## config.mk

```make
export PLATFORM = sky130hd
export DESIGN_NAME = wb_decoder
export DESIGN_NICKNAME = d
export VERILOG_FILES = /design/src/rtl/soc_pkg.sv /design/src/rtl/wb_addr_decode.sv /design/src/rtl/wb_decoder.sv
export SDC_FILE = /design/constraint.sdc
export NUM_CORES = 1
export LEC_CHECK = 0
export CAP_MARGIN = 20
export CORE_ASPECT_RATIO = 0.6
export CORE_MARGIN = 2
export CORE_UTILIZATION = 26
export CTS_BUF_LIST = sky130_fd_sc_hd__clkbuf_8
export CTS_CLUSTER_DIAMETER = 120
export DETAILED_ROUTE_END_ITERATION = 8
export GPL_TIMING_DRIVEN = 0
export PLACE_DENSITY = 0.79
export SKIP_LAST_GASP = 1
export SLEW_MARGIN = 0
export SYNTH_ARGS = -nofsm -noshare
export SYNTH_HDL_FRONTEND = slang
export SYNTH_SLANG_ARGS = --single-unit
```

## constraint.sdc

```tcl
create_clock -name clk_i -period 2.3 [get_ports clk_i]
set_clock_uncertainty 0.05 [all_clocks]
set_input_delay 0.575 -clock clk_i [delete_from_list [all_inputs] [get_ports clk_i]]
set_output_delay 0.575 -clock clk_i [all_outputs]
set_load 0.02 [all_outputs]
```

## src/rtl/soc_pkg.sv

```systemverilog
// rtl/soc_pkg.sv - shared FSM state type, widths and default SoC memory map
package soc_pkg;

  // Bus decoder FSM states
  typedef enum logic [1:0] {
    ST_IDLE = 2'd0,
    ST_FWD  = 2'd1,
    ST_DERR = 2'd2
  } wb_state_e;

  // Slave index width covers up to 8 slaves; wait counter covers TIMEOUT up to 65535
  localparam int IDX_W = 3;
  localparam int CNT_W = 16;

  // Default memory map: slave 0 = RAM, slave 1 = GPIO
  localparam logic [31:0] RAM_BASE  = 32'h1000_0000;
  localparam logic [31:0] RAM_SIZE  = 32'h0000_0800;
  localparam logic [31:0] GPIO_BASE = 32'h4000_0000;
  localparam logic [31:0] GPIO_SIZE = 32'h0000_1000;

  // Power-of-two region size to address match mask
  function automatic logic [31:0] size_to_mask(input logic [31:0] size);
    return ~(size - 32'd1);
  endfunction

  localparam logic [31:0] RAM_MASK  = size_to_mask(RAM_SIZE);
  localparam logic [31:0] GPIO_MASK = size_to_mask(GPIO_SIZE);

endpackage

```

## src/rtl/wb_addr_decode.sv

```systemverilog
// rtl/wb_addr_decode.sv - combinational address-hit priority encoder
//
// Ports:
//   i_adr  : 32-bit request address
//   o_hit  : high when any slave region matches (adr & mask) == base
//   o_idx  : index of the lowest-numbered matching slave (0 when no hit)
module wb_addr_decode
  import soc_pkg::*;
#(
  parameter int                      N_SLAVES   = 2,
  parameter logic [N_SLAVES*32-1:0]  SLAVE_BASE = {GPIO_BASE, RAM_BASE},
  parameter logic [N_SLAVES*32-1:0]  SLAVE_MASK = {GPIO_MASK, RAM_MASK}
) (
  input  logic [31:0]      i_adr,
  output logic             o_hit,
  output logic [IDX_W-1:0] o_idx
);

  // Scan from the highest index down so the lowest matching index is the
  // last assignment and therefore wins on overlapping regions.
  always_comb begin
    o_hit = 1'b0;
    o_idx = '0;
    for (int i = N_SLAVES - 1; i >= 0; i--) begin
      if ((i_adr & SLAVE_MASK[i*32 +: 32]) == SLAVE_BASE[i*32 +: 32]) begin
        o_hit = 1'b1;
        o_idx = IDX_W'(i);
      end
    end
  end

endmodule

```

## src/rtl/wb_decoder.sv

```systemverilog
// rtl/wb_decoder.sv - Wishbone single-master to N-slave address decoder with timeout
//
// Ports:
//   clk_i, rst_ni            : clock, asynchronous active-low reset
//   m_cyc_i .. m_we_i        : master request (address, byte select, write data, direction)
//   m_dat_o, m_ack_o,
//   m_err_o, m_rty_o         : response to master (selected slave, or decode/timeout error)
//   s_cyc_o, s_stb_o         : per-slave cycle/strobe, only the decoded slave is strobed
//   s_adr_o .. s_we_o        : request fan-out, shared by all slaves
//   s_dat_i, s_ack_i,
//   s_err_i, s_rty_i         : per-slave responses, only the decoded slave is observed
module wb_decoder
  import soc_pkg::*;
#(
  parameter int                      N_SLAVES   = 2,
  parameter logic [N_SLAVES*32-1:0]  SLAVE_BASE = {GPIO_BASE, RAM_BASE},
  parameter logic [N_SLAVES*32-1:0]  SLAVE_MASK = {GPIO_MASK, RAM_MASK},
  parameter int                      TIMEOUT    = 255
) (
  input  logic                     clk_i,
  input  logic                     rst_ni,
  input  logic                     m_cyc_i,
  input  logic                     m_stb_i,
  input  logic [31:0]              m_adr_i,
  input  logic [3:0]               m_sel_i,
  input  logic [31:0]              m_dat_i,
  input  logic                     m_we_i,
  output logic [31:0]              m_dat_o,
  output logic                     m_ack_o,
  output logic                     m_err_o,
  output logic                     m_rty_o,
  output logic [N_SLAVES-1:0]      s_cyc_o,
  output logic [N_SLAVES-1:0]      s_stb_o,
  output logic [31:0]              s_adr_o,
  output logic [3:0]               s_sel_o,
  output logic [31:0]              s_dat_o,
  output logic                     s_we_o,
  input  logic [N_SLAVES*32-1:0]   s_dat_i,
  input  logic [N_SLAVES-1:0]      s_ack_i,
  input  logic [N_SLAVES-1:0]      s_err_i,
  input  logic [N_SLAVES-1:0]      s_rty_i
);

  localparam logic [CNT_W-1:0] TO_VAL = CNT_W'(TIMEOUT);

  wb_state_e        r_state;
  logic [IDX_W-1:0] r_idx;
  logic [CNT_W-1:0] r_cnt;

  logic                w_hit;
  logic [IDX_W-1:0]    w_dec_idx;
  logic                w_active;
  logic                w_fwd;
  logic                w_timeout;
  logic                w_live;
  logic [N_SLAVES-1:0] w_onehot;
  logic                w_sel_ack;
  logic                w_sel_err;
  logic                w_sel_rty;
  logic [31:0]         w_sel_dat;
  logic                w_resp;

  wb_addr_decode #(
    .N_SLAVES   (N_SLAVES),
    .SLAVE_BASE (SLAVE_BASE),
    .SLAVE_MASK (SLAVE_MASK)
  ) u_addr_decode (
    .i_adr (m_adr_i),
    .o_hit (w_hit),
    .o_idx (w_dec_idx)
  );

  // Request fan-out is a straight passthrough
  assign s_adr_o = m_adr_i;
  assign s_sel_o = m_sel_i;
  assign s_dat_o = m_dat_i;
  assign s_we_o  = m_we_i;

  assign w_active  = m_cyc_i & m_stb_i;
  assign w_fwd     = (r_state == ST_FWD);
  assign w_timeout = (r_cnt == TO_VAL);
  // The slave link is open only while forwarding, the master is requesting
  // and the wait budget has not run out.
  assign w_live    = w_fwd & w_active & ~w_timeout;

  // Mux out the registered slave's responses; the others are never looked at
  always_comb begin
    w_onehot  = '0;
    w_sel_ack = 1'b0;
    w_sel_err = 1'b0;
    w_sel_rty = 1'b0;
    w_sel_dat = '0;
    for (int i = 0; i < N_SLAVES; i++) begin
      if (r_idx == IDX_W'(i)) begin
        w_onehot[i] = 1'b1;
        w_sel_ack   = s_ack_i[i];
        w_sel_err   = s_err_i[i];
        w_sel_rty   = s_rty_i[i];
        w_sel_dat   = s_dat_i[i*32 +: 32];
      end
    end
  end

  assign w_resp = w_sel_ack | w_sel_err | w_sel_rty;

  assign s_cyc_o = w_live ? w_onehot : '0;
  assign s_stb_o = w_live ? w_onehot : '0;

  assign m_ack_o = w_live & w_sel_ack;
  assign m_rty_o = w_live & w_sel_rty;
  // Decode/timeout error is withdrawn if the master abandons the cycle
  assign m_err_o = (w_live & w_sel_err) | ((r_state == ST_DERR) & m_cyc_i);
  assign m_dat_o = (w_live & w_resp) ? w_sel_dat : '0;

  always_ff @(posedge clk_i or negedge rst_ni) begin
    if (!rst_ni) begin
      r_state <= ST_IDLE;
      r_idx   <= '0;
      r_cnt   <= '0;
    end else begin
      case (r_state)
        ST_IDLE: begin
          r_cnt <= '0;
          if (w_active) begin
            if (w_hit) begin
              r_idx   <= w_dec_idx;
              r_state <= ST_FWD;
            end else begin
              r_state <= ST_DERR;
            end
          end
        end
        ST_FWD: begin
          if (!m_cyc_i) begin
            r_state <= ST_IDLE;
          end else if (w_timeout) begin
            r_state <= ST_DERR;
          end else if (w_live & w_resp) begin
            r_state <= ST_IDLE;
          end else if (w_active) begin
            r_cnt <= r_cnt + 1'b1;
          end
        end
        ST_DERR: begin
          r_state <= ST_IDLE;
        end
        default: begin
          r_state <= ST_IDLE;
        end
      endcase
    end
  end

endmodule

```

After elaboration in Yosys (flattened, before gate mapping)
Index checks and enable logic that the tools add are counted.

word-level totals
  register bits after elaboration = 21
  bits in latches = 0
  bits in writable memories = 0
  bits in read-only memories = 0
  bits of input ports = 143
  memories = 0

operators by class
  add/subtract/negate cells = 1
  multiply operators = 0
  div/mod/pow operators = 0
  $lt $le $gt $ge = 0
  equal/unequal tests = 12
  shifts and indexed selects = 0
  multiplexer cells = 27
  bitwise operators = 12
  reductions and logical operators = 6

operators with widths
  operator                                                            number
  32-bit two-way mux                                                  3
  16-bit two-way mux                                                  4
  16-bit one-hot mux with 2 select lines                              1
  21-bit by 18-bit == test with 1-bit output (second input constant)  1
  20-bit by 19-bit == test with 1-bit output (second input constant)  1
  16-bit by 1-bit adder with 16-bit output (second input constant)    1
  16-bit by 8-bit == test with 1-bit output (second input constant)   1
  2-bit two-way mux                                                   6
  1-bit two-way mux                                                   11
  2-bit != test (second input constant)                               5
  1-bit bitwise AND                                                   8
  5-bit AND reduction                                                 1
  4-bit by 2-bit != test with 1-bit output (second input constant)    1
  2-bit one-hot mux with 2 select lines                               1
  3-bit by 1-bit == test with 1-bit output (second input constant)    1
  3-bit logical NOT                                                   1
  3-bit two-way mux                                                   1
  1-bit OR                                                            3
  3-bit AND reduction                                                 1
  2-bit by 1-bit == test with 1-bit output (second input constant)    1
  2-bit == test (second input constant)                               1
  2-bit logical NOT                                                   1
  2-bit AND reduction                                                 1
  2-bit nonzero test                                                  1
  1-bit NOT                                                           1

Longest topological paths before layout
  depth after elaboration = 10
  mapped depth = 7
  mapped depth without buffers = 5

Cells and area by module
Synthesis repeated with hierarchy kept, for this count alone.

second synthesis, totals
  cells, all modules = 309
  area total of the unflattened synthesis = 2429.8 um^2

by module, submodules not included
  module          instances  cells an instance  area each (um^2)  sequential area each (um^2)
  wb_decoder      1          294                2338.5            525.5
  wb_addr_decode  1          15                 91.3              0.0

Worst setup path before layout
OpenSTA, ideal clock, no wires.

  path kind = register -> output
  start = reg r_cnt[12]
  end = out s_stb_o[0]
  arrival = 2.036 ns
  data required time = 1.675 ns
  slack = -0.361 ns
  stages on the path, launching flop included = 7
  buffers on the path = 2
  path through = dfrtp_1 -> or4_1 -> or4_1 -> buf_2 -> nand4_1 -> nor2_1 -> buf_4

on the way
  word-level cells in the longest chain between the ends = 4

ends and longest elaborated chain
  what                                       RTL line           RTL
  from (decl)                                wb_decoder.sv:48   logic [CNT_W-1:0] r_cnt;
  from (signal assigned)                     wb_decoder.sv:141  r_cnt <= r_cnt + 1'b1;
  16-bit by 8-bit == test with 1-bit output  wb_decoder.sv:81   assign w_timeout = (r_cnt == TO_VAL);
  1-bit NOT                                  wb_decoder.sv:84   assign w_live = w_fwd & w_active & ~w_timeout;
  1-bit bitwise AND                          wb_decoder.sv:84
  2-bit two-way mux                          n/a
  to (decl)                                  wb_decoder.sv:33   output logic [N_SLAVES-1:0] s_stb_o,

Every way passes these cells.

Worst setup path after layout
  start = reg r_cnt[9]
  end = out m_dat_o[16]

on the way
  word-level cells in the longest chain between the ends = 5

ends and longest elaborated chain
  what                                       RTL line           RTL
  16-bit by 8-bit == test with 1-bit output  wb_decoder.sv:81
  1-bit NOT                                  wb_decoder.sv:84
  1-bit bitwise AND                          wb_decoder.sv:84
  1-bit bitwise AND                          wb_decoder.sv:113  assign m_dat_o = (w_live & w_resp) ? w_sel_dat : '0;
  32-bit two-way mux                         wb_decoder.sv:113
  to (decl)                                  wb_decoder.sv:28   output logic [31:0] m_dat_o,

Every way passes these cells.

==> results_dict.tcl <==
set metrics [dict create \
    status "finished, violations left" \
    violations "setup timing" \
    ys_warn_count 0 \
    grt_max_degree 20 \
    worstMarginPinSlew_ns 0.906 \
    synth.largest_area_cell "buf_4" \
    die_h_microns 77.3 \
    grt_pass1_vias 2893 \
    yosysSeqAreaShare_pct 20.4 \
    n_fill_cell 716 \
    synth_area_sq_mm 0.00233 \
    die_area_sq_mm 0.00975 \
    vdd_drop_max_mv 0.207 \
    dr.first_iter.drc_count 109 \
    drt-total-wl_microns 10700 \
    cap_violations 0 \
    io_pins 251 \
    rows 26 \
    nets 663 \
    crit_top_cell "or4_4" \
    synth_area_leaders "buf_4 (23%), dfrtp_1 (20%), mux2i_1 (15%)" \
    overflow 0 \
    first_pass_iters 6 \
    post-synth-top-count-cell "buf_4" \
    hold_viol_final 0 \
    setup_viol 49 \
    slowest_stage "or4_4" \
    p_leak_uw 0.00202 \
    arrival_ns 2.37 \
    grt_setup_unrepaired "yes" \
    initial_core_util_pct 27.1 \
    max_stage_delay_ns 0.54 \
    grt_use_total_pct 19.4 \
    finish.utilization_pct 58.8 \
    clk_latency_ns 0.26 \
    cp-end-kind "output port" \
    antenna_cells 0 \
    cts_max_level 1 \
    reg2reg_slack_ns -0.04 \
    cts_buffers 3 \
    globalplace.congestion 0.931 \
    vias 3065 \
    synth.avg_cell_area_sq_um 7.97 \
    dp.cells 606 \
    root_buffer "clkbuf_8" \
    syn_nets 436 \
    placement.cell_area_sq_mm 0.00450 \
    die-width_microns 126 \
    synthArstFlopShare_pct 100 \
    synth_common_cells "buf_4 (71), nor2_1 (41), mux2i_1 (36), dfrtp_1 (19)" \
    min_period_ns 3.00 \
    hold_class "flop to flop" \
    crit_type "flop to output port" \
    pre_cts_ws_ns -1.14 \
    holdBufCountCts 0 \
    antenna_found_initial 0 \
    cts_tree "done" \
    ant_nets 0 \
    dpl.hpwl_microns 8090 \
    synth_cells 292 \
    synthFlopType "dfrtp_1" \
    clockBufferDepth 2 \
    crit_required_ns 1.67 \
    core_area_sq_mm 0.00859 \
    viasPerCell 4.87 \
    path_cells "or4_4, or4_4, nand4_4, buf_8, nor2_4, buf_6" \
    setup_ws_ns -0.699 \
    synth_seq_cells 19 \
    cp-start-kind "flop" \
    fmax_mhz 333 \
    drive_gt1_share_pct 37.8 \
    clk_pin_slew_ns 0.08 \
    holdWs_ns 0.487 \
    cts_num_sinks 19 \
    synth_edf_count 0 \
    postLayoutCellArea_sq_mm 0.00505 \
    ys_types 37 \
    crit_path_max_fanout 8 \
    syn_to_final_growth_pct 117 \
    synth_top_cell_area_share_pct 22.9 \
    drcViolationCount 0 \
    min_period_over_period_pct 130 \
    post_drt_wl_per_cell_microns 17.0 \
    grt_pass1_wl_microns 15400 \
    drv_slew 0 \
    max_slew_margin_pct 39.4 \
    power_density_mw_per_mm2 219 \
    port_buffers 202 \
    stdcell_count 630 \
]
==> sequential cells by signal, indices dropped and copies added, names as in the netlist <==
signal	count
r_state	2
r_idx	1
r_cnt	16
==> metrics by stage <==
| step | power, uW | setup TNS, ns |
|---|---|---|
| 6_report | 1110 | -26.34 |
| 5_1_grt | 1150 | -30.72 |
| 4_1_cts | 1100 | -26.26 |
| 3_5_place_dp | 866 | -53.89 |
| 3_3_place_gp | 859 | -49.02 |
| 2_1_floorplan | 555 | -10.0 |
==> metal layers <==
layer | GRT usage (%) | share of wire [%]
met1 | 25.6 | 42
met2 | 33.4 | 50
met3 | 3.63 | 7.1
met4 | 3.30 | 0.65
met5 | 0 | 0
==> final timing paths <==
path                       startpoint  cells past startpoint     endpoint
max in group asynchronous      rst_ni                      1     r_cnt[8]
setup reg to reg             r_cnt[0]                      7     r_cnt[2]
min in group asynchronous      rst_ni                      1    r_cnt[13]
hold reg to reg              r_cnt[2]                      1     r_cnt[2]
setup / recovery             r_cnt[9]                      6  m_dat_o[16]
hold / removal               r_cnt[2]                      1     r_cnt[2]
==> report_power, final <==
part | total (uW) | leakage (uW) | switching, uW | internal, uW
combinational | 535 | 0.00173 | 208 | 327
clock | 235 | 0.0000269 | 116 | 119
sequential | 337 | 0.000263 | 2.11 | 335
total | 1110 | 0.00202 | 326 | 781
==> cell type report <==
class | count | area [sq um] | share of cell area, %
repair buffers | 223 | 2230 | 44.1
multi-input cells | 180 | 1500 | 29.6
clock inverters | 1 | 3.75 | 0.0743
well taps | 112 | 140 | 2.77
plain buffers | 85 | 641 | 12.7
inverters | 7 | 26.3 | 0.520
clock buffers | 3 | 41.3 | 0.817
flip-flops and latches | 19 | 477 | 9.44
==> kinds of logic (layout without fill, tap and decap cells) <==
family / after synthesis / count (layout) / synth area share (%)
mux: 38 / 38 / 16.5
flops: 19 / 19 / 20.4
simple gates: 102 / 102 / 21.9
compound gates: 39 / 39 / 12.8
buf+inv: 93 / 319 / 27.8
fa+ha+maj: 1 / 1 / 0.538
==> worst max-delay path: cells and delay by family (launching register included) <==
family | cells | cell delay, ns
simple gates | 4 | 1.37
flops | 1 | 0.41
buf+inv | 2 | 0.33
==> repair_timing <==
action	4_1_cts	5_1_grt
setup buffers	12	6
setup endpoints to repair	76	56
cloned	3	0
pin swaps	16	20
gates resized for setup	282	68
==> placed cells by master, fill, tap and decap left out, drive strengths merged, types with 8 or more instances in the layout <==
cell type,netlist,final
clkbuf,6,9
dfrtp,19,19
dlygate4sd2,0,21
nor2,41,41
inv,7,8
a31oi,12,12
a41oi,12,12
nor4,11,11
buf,80,139
clkdlybuf4s50,0,141
nand3,8,8
mux2i,36,36
nand2,12,12
(Power assumes the default switching activity.)
